$ cat src/rtl/spi_pkg.sv
// rtl/spi_pkg.sv - shared widths, opcodes and state encoding for the SPI main
package spi_pkg;

    localparam int FRAME_W = 44;
    localparam int OP_W    = 2;
    localparam int ADDR_W  = 10;
    localparam int DATA_W  = 32;
    localparam int HDR_W   = OP_W + ADDR_W;

    // Bit counter restarts here on every state entry (index of the frame MSB).
    localparam logic [5:0] CNT_RELOAD = 6'(FRAME_W - 1);

    typedef enum logic [OP_W-1:0] {
        OP_READ  = 2'b00,
        OP_WRITE = 2'b01
    } op_e;

    typedef enum logic [2:0] {
        IDLE = 3'd0,
        TX   = 3'd1,
        TURN = 3'd2,
        RX   = 3'd3,
        DONE = 3'd4
    } state_e;

endpackage

$ cat src/rtl/spi_shreg.sv
// rtl/spi_shreg.sv - 44-bit load/shift register, MSB out first, shared by TX and RX
module spi_shreg
    import spi_pkg::*;
(
    input  logic               clk,
    input  logic               rst_n,
    input  logic               load_i,
    input  logic               shift_i,
    input  logic [FRAME_W-1:0] load_data_i,
    input  logic               shift_in_i,
    output logic [FRAME_W-1:0] q_o
);

    logic [FRAME_W-1:0] sh_q;

    always_ff @(posedge clk or negedge rst_n) begin
        if (!rst_n) begin
            sh_q <= '0;
        end else if (load_i) begin
            sh_q <= load_data_i;
        end else if (shift_i) begin
            sh_q <= {sh_q[FRAME_W-2:0], shift_in_i};
        end
    end

    assign q_o = sh_q;

endmodule

$ cat src/rtl/spi_main.sv
// rtl/spi_main.sv - SPI main: 44-bit request out, turnaround, 44-bit response in
// Response header check is built only with SPI_MAIN_CHECK_EN defined.
module spi_main
    import spi_pkg::*;
#(
    parameter int TURN_CYCLES = 2
) (
    input  logic              clk,
    input  logic              rst_n,
    input  logic              start,
    input  logic [OP_W-1:0]   op,
    input  logic [ADDR_W-1:0] addr,
    input  logic [DATA_W-1:0] wdata,
    input  logic              abort,
    output logic              ready,
    output logic              done,
    output logic [DATA_W-1:0] rdata,
    output logic              err,
    output logic              sclk,
    output logic              cs_n,
    output logic              mosi,
    input  logic              miso
);

    // TURN counts down from the reload value and leaves after TURN_CYCLES periods.
    localparam logic [5:0] CNT_TURN_LAST = 6'(FRAME_W - TURN_CYCLES);

    state_e             state_q, state_d;
    logic [5:0]         cnt_q, cnt_d;
    logic               ph_q, ph_d;
    logic               lead_q, lead_d;
    logic               cs_n_q, cs_n_d;
    logic               sclk_q, sclk_d;
    logic               mosi_q, mosi_d;
    logic [DATA_W-1:0]  rdata_q, rdata_d;
    logic               sh_load, sh_shift;
    logic [FRAME_W-1:0] sh_q;
`ifdef SPI_MAIN_CHECK_EN
    logic [HDR_W-1:0]   hdr_q, hdr_d;
    logic               err_q, err_d;
`else
    logic               unused_hdr;
    assign unused_hdr = ^sh_q[FRAME_W-3:DATA_W];
`endif

    spi_shreg u_shreg (
        .clk        (clk),
        .rst_n      (rst_n),
        .load_i     (sh_load),
        .shift_i    (sh_shift),
        .load_data_i({op, addr, wdata}),
        .shift_in_i (miso),
        .q_o        (sh_q)
    );

    always_ff @(posedge clk or negedge rst_n) begin
        if (!rst_n) begin
            state_q <= IDLE;
            cnt_q   <= CNT_RELOAD;
            ph_q    <= 1'b0;
            lead_q  <= 1'b0;
            cs_n_q  <= 1'b1;
            sclk_q  <= 1'b0;
            mosi_q  <= 1'b0;
            rdata_q <= '0;
`ifdef SPI_MAIN_CHECK_EN
            hdr_q   <= '0;
            err_q   <= 1'b0;
`endif
        end else begin
            state_q <= state_d;
            cnt_q   <= cnt_d;
            ph_q    <= ph_d;
            lead_q  <= lead_d;
            cs_n_q  <= cs_n_d;
            sclk_q  <= sclk_d;
            mosi_q  <= mosi_d;
            rdata_q <= rdata_d;
`ifdef SPI_MAIN_CHECK_EN
            hdr_q   <= hdr_d;
            err_q   <= err_d;
`endif
        end
    end

    // ph_q=0 is the sclk-low half of a period, ph_q=1 the high half.
    // lead_q is the single clk after acceptance before cs_n drops with bit 43.
    always_comb begin
        state_d  = state_q;
        cnt_d    = cnt_q;
        ph_d     = ph_q;
        lead_d   = lead_q;
        cs_n_d   = cs_n_q;
        sclk_d   = sclk_q;
        mosi_d   = mosi_q;
        rdata_d  = rdata_q;
        sh_load  = 1'b0;
        sh_shift = 1'b0;
`ifdef SPI_MAIN_CHECK_EN
        hdr_d    = hdr_q;
        err_d    = err_q;
`endif
        case (state_q)
            IDLE: begin
                cs_n_d = 1'b1;
                sclk_d = 1'b0;
                mosi_d = 1'b0;
                if (start) begin
                    sh_load = 1'b1;
                    state_d = TX;
                    cnt_d   = CNT_RELOAD;
                    ph_d    = 1'b0;
                    lead_d  = 1'b1;
`ifdef SPI_MAIN_CHECK_EN
                    hdr_d   = {op, addr};
`endif
                end
            end
            TX: begin
                if (lead_q) begin
                    lead_d = 1'b0;
                    cs_n_d = 1'b0;
                    sclk_d = 1'b0;
                    mosi_d = sh_q[FRAME_W-1];
                end else if (!ph_q) begin
                    sclk_d = 1'b1;
                    ph_d   = 1'b1;
                end else begin
                    sclk_d = 1'b0;
                    ph_d   = 1'b0;
                    if (cnt_q == 6'd0) begin
                        state_d = TURN;
                        cnt_d   = CNT_RELOAD;
                        mosi_d  = 1'b0;
                    end else begin
                        sh_shift = 1'b1;
                        mosi_d   = sh_q[FRAME_W-2];
                        cnt_d    = cnt_q - 6'd1;
                    end
                end
            end
            TURN: begin
                if (!ph_q) begin
                    sclk_d = 1'b1;
                    ph_d   = 1'b1;
                end else begin
                    sclk_d = 1'b0;
                    ph_d   = 1'b0;
                    if (cnt_q == CNT_TURN_LAST) begin
                        state_d = RX;
                        cnt_d   = CNT_RELOAD;
                    end else begin
                        cnt_d = cnt_q - 6'd1;
                    end
                end
            end
            RX: begin
                if (!ph_q) begin
                    sclk_d   = 1'b1;
                    ph_d     = 1'b1;
                    sh_shift = 1'b1;
                end else begin
                    sclk_d = 1'b0;
                    ph_d   = 1'b0;
                    if (cnt_q == 6'd0) begin
                        state_d = DONE;
                        cs_n_d  = 1'b1;
                        rdata_d = sh_q[DATA_W-1:0];
`ifdef SPI_MAIN_CHECK_EN
                        err_d   = (sh_q[FRAME_W-1:DATA_W] != hdr_q);
`endif
                    end else begin
                        cnt_d = cnt_q - 6'd1;
                    end
                end
            end
            default: begin
                state_d = IDLE;
            end
        endcase

        // Abort beats whatever the active states decided this cycle.
        if (abort && (state_q == TX || state_q == TURN || state_q == RX)) begin
            state_d  = IDLE;
            cs_n_d   = 1'b1;
            sclk_d   = 1'b0;
            mosi_d   = 1'b0;
            ph_d     = 1'b0;
            lead_d   = 1'b0;
            sh_shift = 1'b0;
            rdata_d  = rdata_q;
`ifdef SPI_MAIN_CHECK_EN
            err_d    = err_q;
`endif
        end
    end

    assign ready = (state_q == IDLE);
    assign done  = (state_q == DONE);
    assign rdata = rdata_q;
    assign sclk  = sclk_q;
    assign cs_n  = cs_n_q;
    assign mosi  = mosi_q;
`ifdef SPI_MAIN_CHECK_EN
    assign err   = err_q;
`else
    assign err   = 1'b0;
`endif

endmodule
$ cat config.mk
export PLATFORM = sky130hd
export DESIGN_NAME = spi_main
export DESIGN_NICKNAME = d
export VERILOG_FILES = /design/src/rtl/spi_pkg.sv /design/src/rtl/spi_shreg.sv /design/src/rtl/spi_main.sv
export SDC_FILE = /design/constraint.sdc
export NUM_CORES = 1
export LEC_CHECK = 0
export BUFFER_PORTS_ARGS = -buffer_cell sky130_fd_sc_hd__buf_2
export CORE_ASPECT_RATIO = 0.5
export CORE_MARGIN = 4
export CORE_UTILIZATION = 54
export CTS_CLUSTER_SIZE = 16
export DETAILED_ROUTE_END_ITERATION = 10
export PLACE_DENSITY_LB_ADDON = 0.12
export RECOVER_POWER = 25
export SYNTH_ARGS = -nofsm -noshare
export SYNTH_HDL_FRONTEND = slang
export SYNTH_SLANG_ARGS = --single-unit
$ cat constraint.sdc
create_clock -name clk -period 3 [get_ports clk]
set_clock_uncertainty 0.05 [all_clocks]
set_input_delay 0.15 -clock clk [delete_from_list [all_inputs] [get_ports clk]]
set_output_delay 0.15 -clock clk [all_outputs]
set_load 0.01 [all_outputs]
==> out/qor.txt <==
status: finished clean
clock network power share: 0.261
Final GP Congestion: 0.848
Syn. warnings: 0
DRT iter0 DRCs: 185
Avg Cell Area, Syn: 10.3 um2
CTS Buffer Depth: 2
Max Clk Rate: 406 MHz
sw power: 1.32 mW
I/O Pins: 87
crit-path max cell delay: 0.80 ns
RR Endpoint: u_shreg.q_o[39]
depth of the CTS H-tree: 3
CTS tree: done
power density over cell area: 798 nW/um2
worst hold path type: primary input to register
reg-to-reg slack, setup: 0.54 ns
DRC viols: 0
CP max FO: 44
Flop pwr share: 0.482
hold path start: miso
first-pass GRT wire length: 14800 um
measured slew at the worst slew-check pin: 1.44 ns
Cell variety after synth: 45
period utilization: 0.821
pre-CTS setup slack: 0.535 ns
layout cells sized above 1: 0.246
top cells by area, synth: dfrtp_1 (50%), mux2_4 (10%), nand2_1 (8.4%)
Die H: 70.6 um
Post-synth EDFFs: 0
final hold violation count: 0
Sink Count: 90
Hold Slack: 0.0335 ns
Starting Density: 0.566
antenna fix cells: 0
worst vdd ir: 0.000462 V
syn nets: 464
router iterations before antenna repair: 4
Post-synth top flop: dfrtp_1
die area: 9410 um2
ANT nets after route: 0
Worst-path clk slew: 0.06 ns
cell row count: 22
wl on met1: 4170 um
Synth area leader: dfrtp_1
switching part of the total power: 0.331
DR top layer: met4
worst hold endpoint: u_shreg.q_o[0]
Root Driver: clkbuf_16
combinational fraction of design power: 0.257
RSZ-0062 raised after global routing: false
Register-to-Register Path Depth: 7
Layout Nets: 542
worst setup slack after layout: 0.536 ns
GRT overflow: 0
drt via density: 5.33
DPL Wire Length: 5780 um
crit-path cells: inv_1 -> ha_1 -> nor4b_1 -> a211oi_1 -> nor2_4 -> nand2_1 -> a31oi_1
post-CTS setup buffer count: 0
post-CTS sizing: 0
number of port buffers: 85
Placed Cells: 587
routed wl met2: 4080 um
Slew Limit Fails: 0
worst setup path class: register to register
sequential fraction of the synthesis area: 0.533
setup TNS: 0 ns
Clk Latency, worst-skew pair: 0.33 ns
Critical-path top delay cell: nor2_4
ys async rst share: 1.00
max cap viols: 0
Detailed Route WL: 8730 um
vias in the first global route: 3191
clock buffer count from CTS: 9
most frequent cell after synthesis: nand2_1
Static Leakage: 2.48 nW
crit path time final: 2.46 ns
CP Launch Type: register
Post-Layout Cell Count: 604
Avg WL per Cell: 14.5 um
fill count: 615
synthesized area: 4240 um2
pin count of the biggest net entering global routing: 60
CP delay by family, top: simple AND/OR/NAND/NOR gates
Req. time, crit path: 3.20 ns
Die Width: 133 um
Syn Inst Count: 413
Slew HR: 0.0376
most frequent cells after synthesis: nand2_1 (95), dfrtp_1 (85), nor2_1 (57)
initial antenna violation count: 0
Critical R2R Launch: cnt_q[0]
worst hold stages: 3
CORE AREA: 7490 um2
Yosys top cell area share: 0.502
routed wl met3: 417 um
cell-internal power: 2.66 mW
Layout area overhead: 17.7%
CP Capture Type: register
WP buf/inv: 1
gr usage total: 0.197
Crit path arrival time: 2.66 ns
Setup-failing EPs final: 0
via count: 3217
Yosys reg bits: 90
-- placed cells by master (no fill, tap or decap), types with 2 or more instances in the layout --
cell type / count
nand3_1: 2
a22o_1: 2
and2_1: 3
nand2_1: 94
nor2b_1: 3
nor2_1: 56
inv_1: 5
ha_1: 2
a211oi_1: 3
nand3b_1: 2
dfrtp_1: 85
a221oi_2: 2
clkbuf_16: 9
o2bb2ai_1: 2
or3b_1: 2
clkbuf_1: 33
clkbuf_8: 2
buf_12: 3
dfstp_2: 5
a21oi_1: 4
and3_1: 2
a31oi_1: 45
nor3_1: 6
mux2_2: 3
nor2_4: 2
mux2_4: 29
buf_4: 5
o21ai_0: 8
buf_2: 54
-- how the worst max path moves through the flow --
stage / from / to / slack, ns / cells after the start
2_1_floorplan: cnt_q[0] / cnt_q[4] / 0.87 / 7
3_3_place_gp: cnt_q[0] / u_shreg.q_o[10] / 0.60 / 7
3_5_place_dp: cnt_q[0] / u_shreg.q_o[33] / 0.53 / 7
4_1_cts: cnt_q[0] / u_shreg.q_o[39] / 0.49 / 7
5_1_grt: cnt_q[0] / u_shreg.q_o[25] / 0.26 / 7
6_report: cnt_q[0] / u_shreg.q_o[39] / 0.54 / 7
-- layer usage --
metal | vias up | track usage
met5 | - | 0
met4 | 0 | 0.0559
met3 | 6 | 0.0682
met2 | 66 | 0.321
met1 | 1569 | 0.253
li1 | 1576 | -
-- final cells by class --
type / instances / area (um2) / area share
clock inverters: 2 / 12.5 / 0.00251
inverters: 5 / 18.8 / 0.00376
clock buffers: 14 / 264 / 0.0529
flip-flops and latches: 90 / 2260 / 0.453
multi-input cells: 291 / 1800 / 0.361
repair buffers: 94 / 495 / 0.0994
well taps: 108 / 135 / 0.0271
-- worst register-to-register path, cell delays in order (launching register included) --
cell,delay (ns)
dfstp_2,0.38
inv_1,0.07
ha_1,0.19
nor4b_1,0.34
a211oi_1,0.20
nor2_4,0.80
nand2_1,0.15
a31oi_1,0.22
-- registers in the layout, summed over array words and instances, names as in the netlist --
register / count
mosi: 1
u_shreg.q_o: 44
cnt_q: 6
lead_q: 1
rdata: 32
cs_n: 1
ph_q: 1
state_q: 3
sclk: 1
-- power groups by stage --
stage / Sequential, mW / Clock [mW] / Combinational (mW)
after global placement: 1.93 / 0 / 1.00
final: 1.92 / 1.04 / 1.02
after CTS: 1.92 / 1.07 / 1.04
after detailed placement: 1.93 / 0 / 1.03
after floorplan: 1.83 / 0 / 0.806
after global routing: 1.98 / 1.12 / 1.18
-- cell families (layout without fill, tap and decap cells) --
family,count (synthesis),count (layout),share of synthesized area
flip-flops,90,90,0.533
buffers and inverters,32,115,0.0443
adder cells (fa/ha/maj),2,2,0.00590
AO/OA/AOI/OAI,73,73,0.116
other,1,1,0.000885
multiplexers,33,33,0.113
AND/OR/NAND/NOR,182,182,0.187
-- stage by stage --
step                       util  total power [mW]  area [um2]
after floorplan               -              2.63        4240
after global placement    0.633              2.94        4740
after detailed placement  0.633              2.97        4740
after CTS                 0.671              4.03        5030
after global routing      0.666              4.28        4990
final                     0.666              3.98        4990
-- timing repair --
action / CTS / global route
endpoints found under the setup margin: 0 / 0
endpoints found under the hold margin: 55 / 0
hold buffers: 1 / 0
No activity file was read; power rests on OpenSTA's default activity.
